--- src/rtl/bypass_select_controller.sv ---
// Multi-stage bypass select controller for the register-read/execute boundary.
// Tracks destination physical registers issued by NUM_LANES lanes over the last
// BYPASS_DEPTH advancing cycles and produces a registered per-operand bypass
// select (hit / producer stage / producer lane) for use in execute.
// Optional feature macro: RSD_BYPASS_HIT_COUNTER_EN adds the 32-bit hitCount
// output counting bypass hits.

// Per-lane match/priority logic for all source operands of one RR lane.
module bypass_select_lane #(
  parameter int NUM_LANES      = 4,
  parameter int NUM_SRC        = 2,
  parameter int BYPASS_DEPTH   = 2,
  parameter int PREG_NUM_WIDTH = 7,
  parameter int LW             = 2,
  parameter int SW             = 1
) (
  input  logic                                                   valid_i,
  input  logic [NUM_SRC-1:0]                                     read_src_i,
  input  logic [NUM_SRC-1:0][PREG_NUM_WIDTH-1:0]                 src_reg_i,
  input  logic [BYPASS_DEPTH-1:0][NUM_LANES-1:0]                 hist_vld_i,
  input  logic [BYPASS_DEPTH-1:0][NUM_LANES-1:0][PREG_NUM_WIDTH-1:0] hist_dst_i,
  output logic [NUM_SRC-1:0]                                     hit_o,
  output logic [NUM_SRC-1:0][SW-1:0]                             stage_o,
  output logic [NUM_SRC-1:0][LW-1:0]                             lane_o
);

  // Scan oldest->youngest, highest->lowest lane so the last match written is
  // the youngest stage and, within it, the lowest lane.
  always_comb begin
    hit_o   = '0;
    stage_o = '0;
    lane_o  = '0;
    for (int s = 0; s < NUM_SRC; s++) begin
      for (int k = BYPASS_DEPTH - 1; k >= 0; k--) begin
        for (int m = NUM_LANES - 1; m >= 0; m--) begin
          if (valid_i && read_src_i[s] && hist_vld_i[k][m] &&
              (hist_dst_i[k][m] == src_reg_i[s])) begin
            hit_o[s]   = 1'b1;
            stage_o[s] = SW'(k);
            lane_o[s]  = LW'(m);
          end
        end
      end
    end
  end

endmodule

module bypass_select_controller #(
  parameter int NUM_LANES      = 4,
  parameter int NUM_SRC        = 2,
  parameter int BYPASS_DEPTH   = 2,
  parameter int PREG_NUM_WIDTH = 7,
  localparam int LW = (NUM_LANES    > 1) ? $clog2(NUM_LANES)    : 1,
  localparam int SW = (BYPASS_DEPTH > 1) ? $clog2(BYPASS_DEPTH) : 1
) (
  input  logic                                              clk,
  input  logic                                              rst,
  input  logic                                              stall,
  input  logic                                              flush,
  input  logic [NUM_LANES-1:0]                              rrValid,
  input  logic [NUM_LANES-1:0]                              rrWriteReg,
  input  logic [NUM_LANES-1:0][PREG_NUM_WIDTH-1:0]          rrDstReg,
  input  logic [NUM_LANES-1:0][NUM_SRC-1:0]                 rrReadSrc,
  input  logic [NUM_LANES-1:0][NUM_SRC-1:0][PREG_NUM_WIDTH-1:0] rrSrcReg,
  output logic [NUM_LANES-1:0][NUM_SRC-1:0]                 exHit,
  output logic [NUM_LANES-1:0][NUM_SRC-1:0][SW-1:0]         exStage,
  output logic [NUM_LANES-1:0][NUM_SRC-1:0][LW-1:0]         exLane
`ifdef RSD_BYPASS_HIT_COUNTER_EN
  ,
  output logic [31:0]                                       hitCount
`endif
);

  // History index 0 is h[1] (the group one advancing cycle ahead of RR).
  logic [BYPASS_DEPTH-1:0][NUM_LANES-1:0]                     hist_vld_q;
  logic [BYPASS_DEPTH-1:0][NUM_LANES-1:0][PREG_NUM_WIDTH-1:0] hist_dst_q;

  logic [NUM_LANES-1:0][NUM_SRC-1:0]         hit_d,   hit_q;
  logic [NUM_LANES-1:0][NUM_SRC-1:0][SW-1:0] stage_d, stage_q;
  logic [NUM_LANES-1:0][NUM_SRC-1:0][LW-1:0] lane_d,  lane_q;

  logic advance;
  assign advance = !stall && !flush;

  // One select engine per RR lane; all share the same history view.
  genvar gl;
  generate
    for (gl = 0; gl < NUM_LANES; gl++) begin : g_lane
      bypass_select_lane #(
        .NUM_LANES      (NUM_LANES),
        .NUM_SRC        (NUM_SRC),
        .BYPASS_DEPTH   (BYPASS_DEPTH),
        .PREG_NUM_WIDTH (PREG_NUM_WIDTH),
        .LW             (LW),
        .SW             (SW)
      ) u_lane (
        .valid_i    (rrValid[gl]),
        .read_src_i (rrReadSrc[gl]),
        .src_reg_i  (rrSrcReg[gl]),
        .hist_vld_i (hist_vld_q),
        .hist_dst_i (hist_dst_q),
        .hit_o      (hit_d[gl]),
        .stage_o    (stage_d[gl]),
        .lane_o     (lane_d[gl])
      );
    end
  endgenerate

  // History shift register: capture RR group on advance, wipe valids on flush.
  always_ff @(posedge clk) begin
    if (rst) begin
      hist_vld_q <= '0;
      hist_dst_q <= '0;
    end else if (flush) begin
      hist_vld_q <= '0;
    end else if (!stall) begin
      hist_vld_q[0] <= rrValid & rrWriteReg;
      hist_dst_q[0] <= rrDstReg;
      for (int k = 1; k < BYPASS_DEPTH; k++) begin
        hist_vld_q[k] <= hist_vld_q[k-1];
        hist_dst_q[k] <= hist_dst_q[k-1];
      end
    end
  end

  // Registered bypass select handed to the execute stage.
  always_ff @(posedge clk) begin
    if (rst || (flush)) begin
      hit_q   <= '0;
      stage_q <= '0;
      lane_q  <= '0;
    end else if (advance) begin
      hit_q   <= hit_d;
      stage_q <= stage_d;
      lane_q  <= lane_d;
    end
  end

  assign exHit   = hit_q;
  assign exStage = stage_q;
  assign exLane  = lane_q;

`ifdef RSD_BYPASS_HIT_COUNTER_EN
  logic [31:0] hit_cnt_q;

  // Accumulate operands that hit this advancing cycle; wraps modulo 2^32.
  always_ff @(posedge clk) begin
    if (rst) begin
      hit_cnt_q <= '0;
    end else if (advance) begin
      hit_cnt_q <= hit_cnt_q + 32'($countones(hit_d));
    end
  end

  assign hitCount = hit_cnt_q;
`endif

endmodule

--- config.mk ---
export PLATFORM = sky130hd
export DESIGN_NAME = bypass_select_controller
export DESIGN_NICKNAME = d
export VERILOG_FILES = /design/src/rtl/bypass_select_controller.sv
export SDC_FILE = /design/constraint.sdc
export NUM_CORES = 1
export LEC_CHECK = 0
export ABC_AREA = 1
export ABC_CLOCK_PERIOD_IN_PS = 1950
export CORE_ASPECT_RATIO = 1.2
export CORE_MARGIN = 4
export CORE_UTILIZATION = 58
export DETAILED_ROUTE_END_ITERATION = 6
export PLACE_DENSITY = 0.86
export SLEW_MARGIN = 20
export SYNTH_ARGS = -nofsm -noshare
export SYNTH_HDL_FRONTEND = slang
export SYNTH_SLANG_ARGS = --single-unit
--- constraint.sdc ---
create_clock -name clk -period 1.95 [get_ports clk]
set_clock_uncertainty 0.15 [all_clocks]
set_input_delay 0.39 -clock clk [delete_from_list [all_inputs] [get_ports clk]]
set_output_delay 0.39 -clock clk [all_outputs]
set_load 0.05 [all_outputs]
==> flow_metrics.py, run 1 <==
metrics = {
    "run_status": {
        "status": "aborted with a tool error",
        "lastStage": "5_1_grt",
        "error": "[ERROR GRT-0232] Routing congestion too high. Check the congestion heatmap in the GUI.",
    },
    "timing": {
        "grt-worst-endpoint": "exLane[4]$_SDFFE_PP0P_/D",
        "endpoint_type": "register input",
    },
    "clock_network": {
        "cts_sinks": 96,
        "clockBufferDepth": 2,
        "cts_max_level": 3,
        "hold_buffers": 0,
        "cts_made_buffers": 9,
        "root_buffer": "clkbuf_16",
    },
    "floorplanning": {
        "start_util_pct": 59.6,
        "die_w_um": 136,
        "die_y_um": 161,
        "ios": 136,
        "row_count": 55,
    },
    "synthesis": {
        "syn_area_per_cell_um2": 5.92,
        "synth-seq-area-share_pct": 16.9,
        "synth_edf_count": 0,
        "synth_flop_cell": "dfxtp_1",
        "synth_warnings": 0,
        "ys_ff_latch": 96,
        "syn-instance-count": 1919,
        "syn-cell-area_um2": 11400,
        "ys_async_sr_fraction_pct": 0,
        "yosys.cell_types.count": 48,
        "syn-num-nets": 2023,
    },
    "placement": {
        "pre_cts_ws_ps": -747,
        "port_buffers": 135,
        "hpwl_mm": 44.4,
        "place.gp.congestion": 1.14,
    },
    "global_routing": {
        "grt_util_all_layers_pct": 70.4,
        "overflow": 123,
        "grt_start_max_net_pins": 57,
    },
}
-- metrics by stage --
stage               instances  instance area [µm²]  setup TNS (ps)  hold slack (ps)  utilization, %
global placement         2524                15000          -14180              306            78.9
CTS                      2545                15600           -15.7              320            82.0
detailed placement       2524                15000          -16850              308            78.9
floorplan                1919                11400               0              355               -
-- kinds of logic after synthesis --
group	after synthesis	synth area share, %
buffers and inverters	282	13.3
AND/OR/NAND/NOR	1128	41.0
flip-flops	96	16.9
XOR/XNOR	263	20.3
AO/OA/AOI/OAI	150	8.44
-- cells in the mapped netlist, types with 3 or more instances --
master / count / area share, %
inv_4: 9 / 0.50
inv_1: 80 / 2.6
xor2_1: 68 / 5.2
dfxtp_1: 96 / 17
nor3_1: 29 / 1.3
clkbuf_1: 20 / 0.66
nand2_2: 13 / 0.72
buf_6: 6 / 0.59
a21oi_2: 12 / 0.93
nor2_1: 219 / 7.2
clkinv_1: 6 / 0.20
o21ai_1: 3 / 0.13
nand3_1: 66 / 2.9
o22ai_1: 11 / 0.61
a21oi_1: 52 / 2.3
nor4_1: 6 / 0.33
buf_4: 98 / 6.5
nand3b_1: 5 / 0.33
a211oi_1: 41 / 2.7
xnor2_1: 194 / 15
nor2_2: 6 / 0.33
nand2_1: 706 / 23
buf_2: 12 / 0.53
and2_1: 5 / 0.28
o21ai_0: 15 / 0.66
o21ai_2: 4 / 0.31
a31oi_1: 5 / 0.28
inv_2: 48 / 1.6
nand4_1: 60 / 3.3
-- layer usage --
layer / overflow / global-route usage [%]
met1: 5 / 71.7
met4: 48 / 69.7
met3: 1 / 51.0
met2: 69 / 88.7
met5: 0 / 17.1
-- timing repair --
item / CTS
pin swaps: 12
hold endpoints to repair: 0
setup endpoints to repair: 25
gates cloned: 1
setup buffers: 5
resized for setup: 81
==> run 2: changes to the inputs <==
--- a/config.mk
+++ b/config.mk
@@ -7,11 +7,10 @@
 export LEC_CHECK = 0
 export ABC_AREA = 1
 export ABC_CLOCK_PERIOD_IN_PS = 1950
-export CORE_ASPECT_RATIO = 1.2
 export CORE_MARGIN = 4
-export CORE_UTILIZATION = 58
+export CORE_UTILIZATION = 40
 export DETAILED_ROUTE_END_ITERATION = 6
-export PLACE_DENSITY = 0.86
+export PLACE_DENSITY_LB_ADDON = 0.15
 export SLEW_MARGIN = 20
 export SYNTH_ARGS = -nofsm -noshare
 export SYNTH_HDL_FRONTEND = slang
==> run 2 against run 1 <==
The run now ends clean. Area after synthesis unchanged. Synthesized cell count unchanged.
==> flow_metrics.py, run 2 <==
metrics = {
    "synthesis": {
        "syn-instance-count": 1919,
        "synth.area.top_cells": "nand2_1, dfxtp_1, xnor2_1, nor2_1, buf_4",
        "synth_warnings": 0,
        "syn_area_per_cell_um2": 5.92,
        "synth_most_common_cell": "nand2_1",
        "synth_flop_cell": "dfxtp_1",
        "ys_ff_latch": 96,
        "yosys.cell_types.count": 48,
        "yosysTopAreaCell": "nand2_1",
        "synth_edf_count": 0,
        "synth_common_cells": "nand2_1, nor2_1, xnor2_1",
        "synth-seq-area-share_pct": 16.9,
        "synth_top_area_share_pct": 23.3,
        "syn-num-nets": 2023,
        "ys_async_sr_fraction_pct": 0,
        "syn-cell-area_um2": 11400,
    },
    "clock_network": {
        "hold_buffers": 0,
        "cts_sinks": 96,
        "root_buffer": "clkbuf_16",
        "cts_max_level": 3,
        "clockBufferDepth": 2,
        "cts_tree": "built",
        "clk_latency_ps": 380,
        "cts_made_buffers": 9,
        "clkTransAtPathRegs_ps": 80,
    },
    "detailed_routing": {
        "route.detailed.drc": 0,
        "first_pass_iters": 6,
        "wl_per_cell_um": 22.4,
        "drt_iter0_drc": 1366,
        "antenna_left": 0,
        "routed_wl_mm": 59.8,
        "num_vias": 14211,
        "vias_per_cell": 5.32,
    },
    "power": {
        "power_mw": 7.43,
        "seqPwrFrac_pct": 28.5,
        "p_clk_share_pct": 26.0,
        "switching_share_pct": 40.6,
        "internal_power_mw": 4.41,
        "netSwitchingPower_mw": 3.02,
        "pwr_density_cell_nw_per_um2": 446,
        "pwr-share-comb_pct": 45.5,
        "ir_worst_vdd_mv": 0.324,
        "p_leak_nw": 7.81,
    },
    "worst_setup_path": {
        "path_class": "reg2reg",
        "start_kind": "flop",
        "cp.arrival_ps": 2070,
        "reg2reg_depth": 8,
        "critical_path_required_ps": 2090,
        "critPathCaptureType": "flop",
        "critPathMaxFanout": 9,
    },
    "timing": {
        "post-route-min-period_ps": 1920,
        "final.period_utilization_pct": 98.6,
        "hold_viol_final": 0,
        "tightest_slew_ps": 507,
        "slew_viol_final": 0,
        "fmax_ghz": 0.520,
        "max-slew-margin-rel_pct": 66.1,
        "setup_ws_ps": 26.8,
        "setup_viol_count_final": 0,
        "grt_setup_unrepaired": "yes",
    },
    "floorplanning": {
        "row_count": 61,
        "dieArea_um2": 31200,
        "start_util_pct": 40.7,
        "die_y_um": 177,
        "ios": 136,
        "core_um2": 27900,
        "die_w_um": 177,
    },
    "placement": {
        "pre_cts_ws_ps": -761,
        "hpwl_mm": 46.6,
        "port_buffers": 135,
        "place.gp.congestion": 1.04,
    },
    "final_layout": {
        "drive_gt1_share_pct": 27.8,
        "syn_to_final_growth_pct": 46.5,
        "final_util_pct": 59.6,
        "regMostFlops": "hist_dst_q",
        "diodes": 0,
        "largest_reg_flops": 56,
        "nets": 2390,
        "fillers": 2821,
        "final_cell_mix": "nand2_1, buf_4, nor2_1",
        "layout_commonest_cell": "nand2_1",
    },
    "global_routing": {
        "overflow": 0,
        "grt_pass1_wl_mm": 84.7,
        "grt_start_max_net_pins": 57,
        "antenna_found_initial": 2,
        "grt_util_all_layers_pct": 37.0,
        "grt_pass1_vias": 13184,
    },
    "run_status": {
        "status": "completed",
    },
    "worst_hold_path": {
        "hold_path_class": "reg2reg",
        "min_path_cells": 2,
    },
    "run": {
        "cap_violations": 0,
    },
}
[run 2: logic make-up after synthesis]
| kind of cell | share of synthesized area [%] |
|---|---|
| buffers and inverters | 13.3 |
| DFF | 16.9 |
| AOI/OAI and AO/OA | 8.44 |
| xor gates and xnor gates | 20.3 |
| and+or+nand+nor | 41.0 |
[run 2: repair_timing]
action	4_1_cts	5_1_grt
buffers inserted	1	30
cloned	0	4
pin swaps	15	72
resized for setup	52	191
setup endpoints to repair	30	31
[run 2: final cells by class]
cell class                      instances  area (µm²)  area share (%)
Tap cell                              378         473            2.84
Timing Repair Buffer                  495        4920            29.6
Inverter                              143         577            3.47
Sequential cell                        96        1950            11.7
Clock inverter                          6        53.8           0.323
Clock buffer                           10         229            1.38
Multi-Input combinational cell       1541        8430            50.7
[run 2: stage by stage]
step | std cells | hold WS (ps) | setup TNS [ps] | cell area, µm²
final | 2669 | 316 | 0 | 16600
after global routing | 2669 | 342 | -175 | 16600
after CTS | 2635 | 321 | -39.2 | 15600
after global placement | 2618 | 303 | -18230 | 15200
after floorplan | 1919 | 355 | 0 | 11400
after detailed placement | 2618 | 308 | -19600 | 15200
[run 2: worst paths after layout]
| kind | to | slack (ps) | start |
|---|---|---|---|
| worst max register to register | exHit[5]$_SDFFE_PP0P_ | 30 | hist_dst_q[5]$_SDFFE_PP0P_ |
| worst max-delay path | exHit[5]$_SDFFE_PP0P_ | 30 | hist_dst_q[5]$_SDFFE_PP0P_ |
| worst min register to register | exLane[7]$_SDFFE_PP0P_ | 320 | exLane[7]$_SDFFE_PP0P_ |
| worst min-delay path | exLane[7]$_SDFFE_PP0P_ | 320 | exLane[7]$_SDFFE_PP0P_ |
[run 2: worst max-delay path, cell delays in order, from the launching register on]
cell	delay [ps]
dfxtp_2	340
buf_6	160
xor2_2	200
nor3_4	400
nand3_1	140
buf_4	160
nand2_1	80
inv_1	70
a41oi_2	150
[run 2: routing by layer]
metal / vias to the layer above / track usage (%) / share of wire [%]
met4: 2 / 21.1 / 6.9
met1: 6488 / 49.0 / 41
li1: 6746 / - / -
met2: 785 / 56.0 / 42
met3: 190 / 7.43 / 9.4
met5: - / 0 / 0.028
[run 2: power by group through the flow]
stage               sequential (mW)  combinational [mW]  clock [mW]
global placement               2.15                3.09           0
detailed placement             2.15                3.10           0
floorplan                      2.12                1.65           0
CTS                            2.11                3.13        1.93
global route                   2.12                3.57        1.99
finish                         2.12                3.38        1.93
Power figures use the tool's default switching activity.
==> run 3: changes to the inputs <==
--- a/config.mk
+++ b/config.mk
@@ -11,6 +11,7 @@
 export CORE_UTILIZATION = 40
 export DETAILED_ROUTE_END_ITERATION = 6
 export PLACE_DENSITY_LB_ADDON = 0.15
+export SKIP_CTS_REPAIR_TIMING = 1
 export SLEW_MARGIN = 20
 export SYNTH_ARGS = -nofsm -noshare
 export SYNTH_HDL_FRONTEND = slang
==> run 3 against run 2 <==
Hold slack improved by 2.9 ps. Largest cell class unchanged. Flip-flop and latch count did not move. Routed wire length rose by 0.34%. Largest power group unchanged. Power barely moved.
==> flow_metrics.py, run 3 (synthesized netlist as in run 2, its figures left out) <==
metrics = {
    "final_layout": {
        "regMostFlops": "hist_dst_q",
        "nets": 2388,
        "largest_reg_flops": 56,
        "diodes": 0,
        "syn_to_final_growth_pct": 46.9,
        "layout_commonest_cell": "nand2_1",
        "final_cell_mix": "nand2_1, buf_4, nor2_1",
        "drive_gt1_share_pct": 28.0,
    },
    "clock_network": {
        "root_buffer": "clkbuf_16",
        "clk_latency_ps": 380,
        "cts_max_level": 3,
        "cts_made_buffers": 9,
        "clkTransAtPathRegs_ps": 80,
        "cts_sinks": 96,
        "cts_tree": "built",
        "clockBufferDepth": 2,
    },
    "worst_setup_path": {
        "critPathCaptureType": "flop",
        "cp.arrival_ps": 2040,
        "cp_slowest_cell": "clkdlybuf4s50_1",
        "crit_family": "buffers and inverters",
        "path_class": "in2reg",
        "critPathMaxFanout": 6,
        "max_stage_delay_ps": 480,
        "start_kind": "input port",
        "cpMostUsedCell": "nand2_1",
        "critical_path_required_ps": 2060,
        "cp_cell_sequence": "clkdlybuf4s50_1 -> buf_6 -> xnor2_1 -> nand4_1 -> nand2b_1 -> o21a_1 -> nand2_1 -> nand2_1 -> nand2_1 -> a21oi_1",
        "crit_buf_inv": 2,
        "r2r_setup_slack_ps": 40,
    },
    "detailed_routing": {
        "vias_per_cell": 5.33,
        "wl_per_cell_um": 22.5,
        "drt_iter0_drc": 1551,
        "num_vias": 14226,
        "first_pass_iters": 6,
        "wl_met3_mm": 5.72,
        "met2_length_mm": 25.2,
        "routed_wl_mm": 60.0,
        "drt-met1-wl_mm": 24.6,
        "antenna_left": 0,
        "route.detailed.drc": 0,
        "routed.top_layer": "met5",
    },
    "global_routing": {
        "grt_pass1_wl_mm": 84.5,
        "grt_util_all_layers_pct": 36.9,
        "grt_start_max_net_pins": 57,
        "grt_pass1_vias": 13132,
        "antenna_found_initial": 1,
        "overflow": 0,
    },
    "timing": {
        "finalSetupTns_ps": 0,
        "final.period_utilization_pct": 99.3,
        "tightest_slew_ps": 484,
        "hold_viol_final": 0,
        "hold_slack_ps": 319,
        "fmax_ghz": 0.516,
        "grt_setup_unrepaired": "yes",
        "post-route-min-period_ps": 1940,
        "slew_viol_final": 0,
        "setup_viol_count_final": 0,
        "max-slew-margin-rel_pct": 67.7,
    },
    "floorplanning": {
        "core_um2": 27900,
        "die_y_um": 177,
        "dieArea_um2": 31200,
        "die_w_um": 177,
        "ios": 136,
        "start_util_pct": 40.7,
        "row_count": 61,
    },
    "placement": {
        "hpwl_mm": 46.6,
        "port_buffers": 135,
        "place.gp.congestion": 1.04,
    },
    "power": {
        "p_leak_nw": 7.95,
        "ir_worst_vdd_mv": 0.323,
        "pwr_density_cell_nw_per_um2": 445,
    },
    "worst_hold_path": {
        "hold_path_class": "reg2reg",
    },
    "run": {
        "cap_violations": 0,
    },
    "run_status": {
        "status": "completed",
    },
}
-- run 3: cell types whose count changed in the layout (fill, tap and decap cells not counted), sizes merged --
cell	change
dlymetal6s2s	+18
dlygate4sd2	-16
buf	-3
clkbuf	-1
clkinv	-1
inv	+1
-- run 3: power by group --
group          internal (mW)  leakage (nW)  switching [mW]  total (mW)
clock network          0.892         0.132            1.03        1.92
registers               2.04         0.791          0.0810        2.12
logic                   1.48          7.02            1.90        3.39
total                   4.41          7.95            3.01        7.43
-- run 3: tightest hold or removal path: cells and delay by family (launching register included) --
kind             cells  cell delay (ps)
AND/OR/NAND/NOR      1               60
flip-flops           1              320
AO/OA/AOI/OAI        1               50
-- run 3: metrics by stage --
stage	setup slack, ps	utilization, %	area, µm²	total power [mW]	std cells
3_5_place_dp	-761	54.6	15200	5.26	2618
3_3_place_gp	-721	54.6	15200	5.24	2618
6_report	13.0	59.7	16700	7.43	2667
5_1_grt	-30.7	59.7	16700	7.70	2667
2_1_floorplan	304	-	11400	3.77	1919
4_1_cts	-393	55.6	15500	7.15	2634
-- run 3: worst paths after layout --
check / startpoint / endpoint / cells past startpoint
max: rrSrcReg[26] / exLane[7]$_SDFFE_PP0P_ / 10
min: exLane[7]$_SDFFE_PP0P_ / exLane[7]$_SDFFE_PP0P_ / 2
max reg2reg: hist_vld_q[6]$_SDFFE_PP0N_ / exLane[12]$_SDFFE_PP0P_ / 14
min reg2reg: exLane[7]$_SDFFE_PP0P_ / exLane[7]$_SDFFE_PP0P_ / 2
-- run 3: routing by layer --
metal	vias to the layer above	global-route usage [%]
li1	6720	-
met1	6487	49.0
met2	819	55.7
met3	198	7.19
met4	2	21.2
met5	-	0
-- run 3: final cells by class --
type / count / area [µm²]
Sequential cell: 96 / 1950
Tap cell: 378 / 473
Clock inverter: 6 / 53.8
Clock buffer: 10 / 229
Multi-Input combinational cell: 1541 / 8440
Timing Repair Buffer: 493 / 4970
Inverter: 143 / 569
Fill cell: 2798 / 11200
